===== src/rtl/reg_bank_pkg.sv =====
// Shared types and default sizing for the reg_bank register file and its
// bulk-clear controller.
package reg_bank_pkg;

  localparam int DEF_DATA_W = 8;
  localparam int DEF_ADDR_W = 4;

  typedef enum logic {
    IDLE  = 1'b0,
    CLEAR = 1'b1
  } clr_state_e;

endpackage


===== src/rtl/reg_bank_clr_ctrl.sv =====
// Bulk-clear sequencer: walks every address once, emitting a zero-write strobe
// per cycle, then pulses clr_done for one cycle.
module reg_bank_clr_ctrl
  import reg_bank_pkg::*;
#(
  parameter int ADDR_W = DEF_ADDR_W
) (
  input  logic              clk,
  input  logic              rst_n,
  input  logic              clr_req,
  output logic              clr_busy,
  output logic              clr_done,
  output logic [ADDR_W-1:0] sweep_addr,
  output logic              sweep_we,
  output clr_state_e        state
);

  logic [ADDR_W-1:0] cnt;

  // clr_req is only looked at in IDLE, so requests during a sweep are dropped.
  always_ff @(posedge clk or negedge rst_n) begin
    if (!rst_n) begin
      state    <= IDLE;
      cnt      <= '0;
      clr_busy <= 1'b0;
      clr_done <= 1'b0;
    end else begin
      clr_done <= 1'b0;
      case (state)
        IDLE: begin
          if (clr_req) begin
            state    <= CLEAR;
            cnt      <= '0;
            clr_busy <= 1'b1;
          end
        end
        CLEAR: begin
          cnt <= cnt + 1'b1;
          if (cnt == '1) begin
            state    <= IDLE;
            clr_busy <= 1'b0;
            clr_done <= 1'b1;
          end
        end
      endcase
    end
  end

  assign sweep_addr = cnt;
  assign sweep_we   = (state == CLEAR);

endmodule


===== src/rtl/reg_bank.sv =====
// Two-read, one-write register bank with optional registered reads, optional
// hardwired-zero register 0 and a sweeping bulk-clear.
module reg_bank
  import reg_bank_pkg::*;
#(
  parameter int DATA_W   = DEF_DATA_W,
  parameter int ADDR_W   = DEF_ADDR_W,
  parameter int REG_READ = 0,
  parameter int ZERO_REG = 0
) (
  input  logic              clk,
  input  logic              rst_n,
  input  logic [ADDR_W-1:0] ra,
  input  logic [ADDR_W-1:0] rb,
  input  logic [ADDR_W-1:0] wa,
  input  logic [DATA_W-1:0] wd,
  input  logic              we,
  input  logic              clr_req,
  output logic [DATA_W-1:0] read_a,
  output logic [DATA_W-1:0] read_b,
  output logic              clr_busy,
  output logic              clr_done,
  output clr_state_e        clr_state
);

  localparam int DEPTH = 1 << ADDR_W;

  logic [DATA_W-1:0] mem [DEPTH];
  logic [ADDR_W-1:0] sweep_addr;
  logic              sweep_we;
  logic              user_we;
  logic              wr_en;
  logic [ADDR_W-1:0] wr_addr;
  logic [DATA_W-1:0] wr_data;

  reg_bank_clr_ctrl #(.ADDR_W(ADDR_W)) u_clr_ctrl (
    .clk        (clk),
    .rst_n      (rst_n),
    .clr_req    (clr_req),
    .clr_busy   (clr_busy),
    .clr_done   (clr_done),
    .sweep_addr (sweep_addr),
    .sweep_we   (sweep_we),
    .state      (clr_state)
  );

  // The sweep owns the write port while busy; user writes are dropped then.
  assign user_we = we && !clr_busy && !((ZERO_REG != 0) && (wa == '0));
  assign wr_en   = user_we || sweep_we;
  assign wr_addr = sweep_we ? sweep_addr : wa;
  assign wr_data = sweep_we ? '0 : wd;

  always_ff @(posedge clk or negedge rst_n) begin
    if (!rst_n) begin
      for (int i = 0; i < DEPTH; i++) mem[i] <= '0;
    end else if (wr_en) begin
      mem[wr_addr] <= wr_data;
    end
  end

  // With bypass set, returns the value the entry holds after this edge.
  function automatic logic [DATA_W-1:0] view(input logic [ADDR_W-1:0] addr,
                                             input logic bypass);
    if ((ZERO_REG != 0) && (addr == '0)) return '0;
    if (bypass && wr_en && (wr_addr == addr)) return wr_data;
    return mem[addr];
  endfunction

  if (REG_READ != 0) begin : g_reg_read
    always_ff @(posedge clk or negedge rst_n) begin
      if (!rst_n) begin
        read_a <= '0;
        read_b <= '0;
      end else begin
        read_a <= view(ra, 1'b1);
        read_b <= view(rb, 1'b1);
      end
    end
  end else begin : g_comb_read
    assign read_a = view(ra, 1'b0);
    assign read_b = view(rb, 1'b0);
  end

endmodule


===== config.mk =====
export PLATFORM = sky130hd
export DESIGN_NAME = reg_bank
export DESIGN_NICKNAME = d
export VERILOG_FILES = /design/src/rtl/reg_bank_pkg.sv /design/src/rtl/reg_bank_clr_ctrl.sv /design/src/rtl/reg_bank.sv
export SDC_FILE = /design/constraint.sdc
export NUM_CORES = 1
export LEC_CHECK = 0
export CAP_MARGIN = 30
export CORE_MARGIN = 2
export CORE_UTILIZATION = 45
export CTS_CLUSTER_DIAMETER = 100
export CTS_CLUSTER_SIZE = 30
export DETAILED_ROUTE_END_ITERATION = 8
export GPL_ROUTABILITY_DRIVEN = 0
export PLACE_DENSITY = 0.71
export SKIP_LAST_GASP = 1
export SYNTH_ARGS = -nofsm -noshare
export SYNTH_HDL_FRONTEND = slang
export SYNTH_SLANG_ARGS = --single-unit

===== constraint.sdc =====
create_clock -name clk -period 3 [get_ports clk]
set_input_delay 0.6 -clock clk [delete_from_list [all_inputs] [get_ports clk]]
set_output_delay 0.6 -clock clk [all_outputs]
set_load 0.01 [all_outputs]

==> run metrics <==
Post-Syn Area 0.007503 mm^2; first-pass GRT wire length 29510 um; Vias 4892; Clock Power Share 25.9%; Critical Path AT 2380 ps; Worst-Skew Late Latency 430 ps; post-route ant nets 0; final setup fails 0; Leak Pwr 4.288 nW; Filler Cell Count 1302; std cell rows 47; HP Class input pin to asynchronous set/reset pin; WS Path Type input pin to output pin; library cells used by synthesis 42; nets 592; most common library cells after synthesis 135 x dfrtp_1, 123 x mux2_2, 64 x mux4_2, 32 x a22oi_1, 22 x clkbuf_1; non-filler cells, final 799; Core ar. 0.01647 mm^2; Fin Setup TNS 0 ps; DIE AREA 0.01772 mm^2; multi-input logic area 0.003993 mm^2; status complete, no violations; PwrDens 850.0 mW/mm^2; max-cap viol count 0; vias in the first global route 5291; post-synthesis sequential area ratio 45.02%; die width 133.1 um; Synth area leaders dfrtp_1 45%, mux4_2 19%, mux2_2 18%; switch share 33.35%; Core Util, Final 56.76%; H-tree levels 4; Routed WL 19310 um; VDD IR max 0.6156 mV; worst rel slew slack 42.38%; Storage cell area 0.003378 mm^2; cells after synthesis 485; Worst R2R Setup Slack 600 ps; Max Slew Vio Count 0; total grt overflow 0; Num Clock Sinks 135; # DRC 0; Post-synth top flop dfrtp_1; CTS root buffer clkbuf_16; critical path capture point type output pin; CTS clk-pin slew, worst paths 50 ps; total chip power 7.945 mW; combinational share of power 37.2%; Detailed Route Iter0 Violations 301; Sequential Power Share 37.0%; Final Hold Viols 0; I/O pin count 43; HPWL Detailed 12560 um; Int Pwr 5.295 mW; initial antenna violation count 0; routed wire length per instance 24.17 um; top-area cell type share of the netlist area 45.02%; share of layout cells above drive strength 1 54.40%; kind of start point of the critical path input pin; Num CTS Buffers 17; worst-margin pin slew 864.4 ps; Vias per Instance 6.123; Global Route Usage Sum 22.42%; Period Utilization, post-route 99.30%; count leader, synth dfrtp_1; largest net degree at the start of global routing 92; diode count 0; Net Count, Synth 510; worst-path fanout max 8; Worst EP required 2400 ps; clock buffer depth 2; Async S/R FF share, synth 100.0%; Synth Area per Inst 15.47 um^2; Port-buffer cells 42; Worst Clk Skew 11.90 ps; Peak Freq 335.7 MHz; Initial Utilization 45.57%; Warnings, synthesis 0; Area Overhead vs Synth 24.56%; number of synthesized flops with an enable pin 0; register bit count reported by yosys 135; CTS tree yes; Net Switching 2.650 mW; Synth area leader dfrtp_1; fin crit period 2979 ps; DRT Pass-1 Iters 4; die height 133.1 um; Placed Cells incl. Taps 755
path summary, 6_finish.rpt:
kind                                                         to  cells after the start                       start
setup / recovery                                      read_b[5]                      5                       rb[2]
hold / removal             u_clr_ctrl.sweep_addr[0]$_DFFE_PN0P_                      1                       rst_n
setup reg to reg                             mem[9]$_DFFE_PN0P_                      5  u_clr_ctrl.state$_DFF_PN0_
hold reg to reg                             mem[14]$_DFFE_PN0P_                      1         mem[14]$_DFFE_PN0P_
max in group asynchronous                   mem[12]$_DFFE_PN0P_                      2                       rst_n
min in group clk                            mem[14]$_DFFE_PN0P_                      1         mem[14]$_DFFE_PN0P_
cell families (layout without fill, tap and decap cells):
kind of cell	count (synthesis)	in the layout	synth area share, %
fa+ha+maj	1	1	0.1667
flops	135	135	45.02
simple gates	59	59	5.286
compound gates	54	54	8.071
mux	195	195	39.00
xor+xnor	1	1	0.1167
buf+inv	40	134	2.334
metrics by stage:
step,hold WS (ps),area (um^2),setup slack (ps)
final,225.0,9346,21.10
after global routing,313.7,9346,-21.73
after CTS,284.6,9180,-4.226
after detailed placement,490.1,8514,-219.2
after global placement,482.9,8514,-219.0
after floorplan,304.4,7503,470.7
critical path, cell delays in order:
cell,delay (ps)
clkdlybuf4s50_1,450
nor2_2,450
a22oi_1,180
nand2_1,140
clkdlybuf4s50_1,550
state kept, by name, indices dropped and copies added, names as in the netlist:
signal and cells:
u_clr_ctrl.sweep_addr 4, u_clr_ctrl.clr_done 1, mem 128, u_clr_ctrl.clr_busy 1, u_clr_ctrl.state 1
area by class of cell:
class,count,area share [%]
Clock inverter,12,1.352
Multi-Input combinational cell,310,42.72
Sequential cell,135,36.14
Clock buffer,19,4.846
Timing Repair Buffer,100,11.87
Tap cell,220,2.945
Inverter,3,0.1205
power by group through the flow:
stage	clock network, mW	logic, mW	registers (mW)
finish	2.05	2.95	2.94
detailed placement	0	2.89	2.95
global route	2.16	3.14	3.02
global placement	0	2.81	2.87
floorplan	0	2.14	2.75
CTS	2.08	2.93	2.92
cells in the final DEF, fill, tap and decap left out, types with 3 or more instances in the layout:
master           synthesis  layout
a21oi_1                  3       3
a221oi_4                 8       8
a22oi_1                 32      24
a22oi_2                  0       8
and2_1                   3       3
buf_12                   0      12
buf_4                    2      40
clkbuf_16                0      20
clkdlybuf4s50_1          0      34
clkinv_2                 0       5
dfrtp_1                135     135
dlymetal6s2s_1           0       3
inv_1                    3       3
mux2_1                   6       6
mux2_2                 123     123
mux4_2                  64      64
nand2_1                 18      18
nor2_1                   4       3
nor2b_1                 13      13
o221ai_2                 8       8
timing repair:
item                                    in CTS  in global routing
hold buffers                                 0                  0
resized for setup                            8                 14
endpoints found under the setup margin      16                 13
endpoints found under the hold margin        0                  0
cloned                                       2                  3
setup buffers                                0                  8
metal layers:
layer / GRT usage, % / part of all wire (%) / wire length [um]
met2: 37.54 / 50 / 9696
met1: 28.55 / 41 / 7990
met5: 0 / 0 / 0
met4: 8.629 / 3.2 / 615
met3: 5.327 / 5.2 / 1008
No activity file was read; power rests on OpenSTA's default activity.
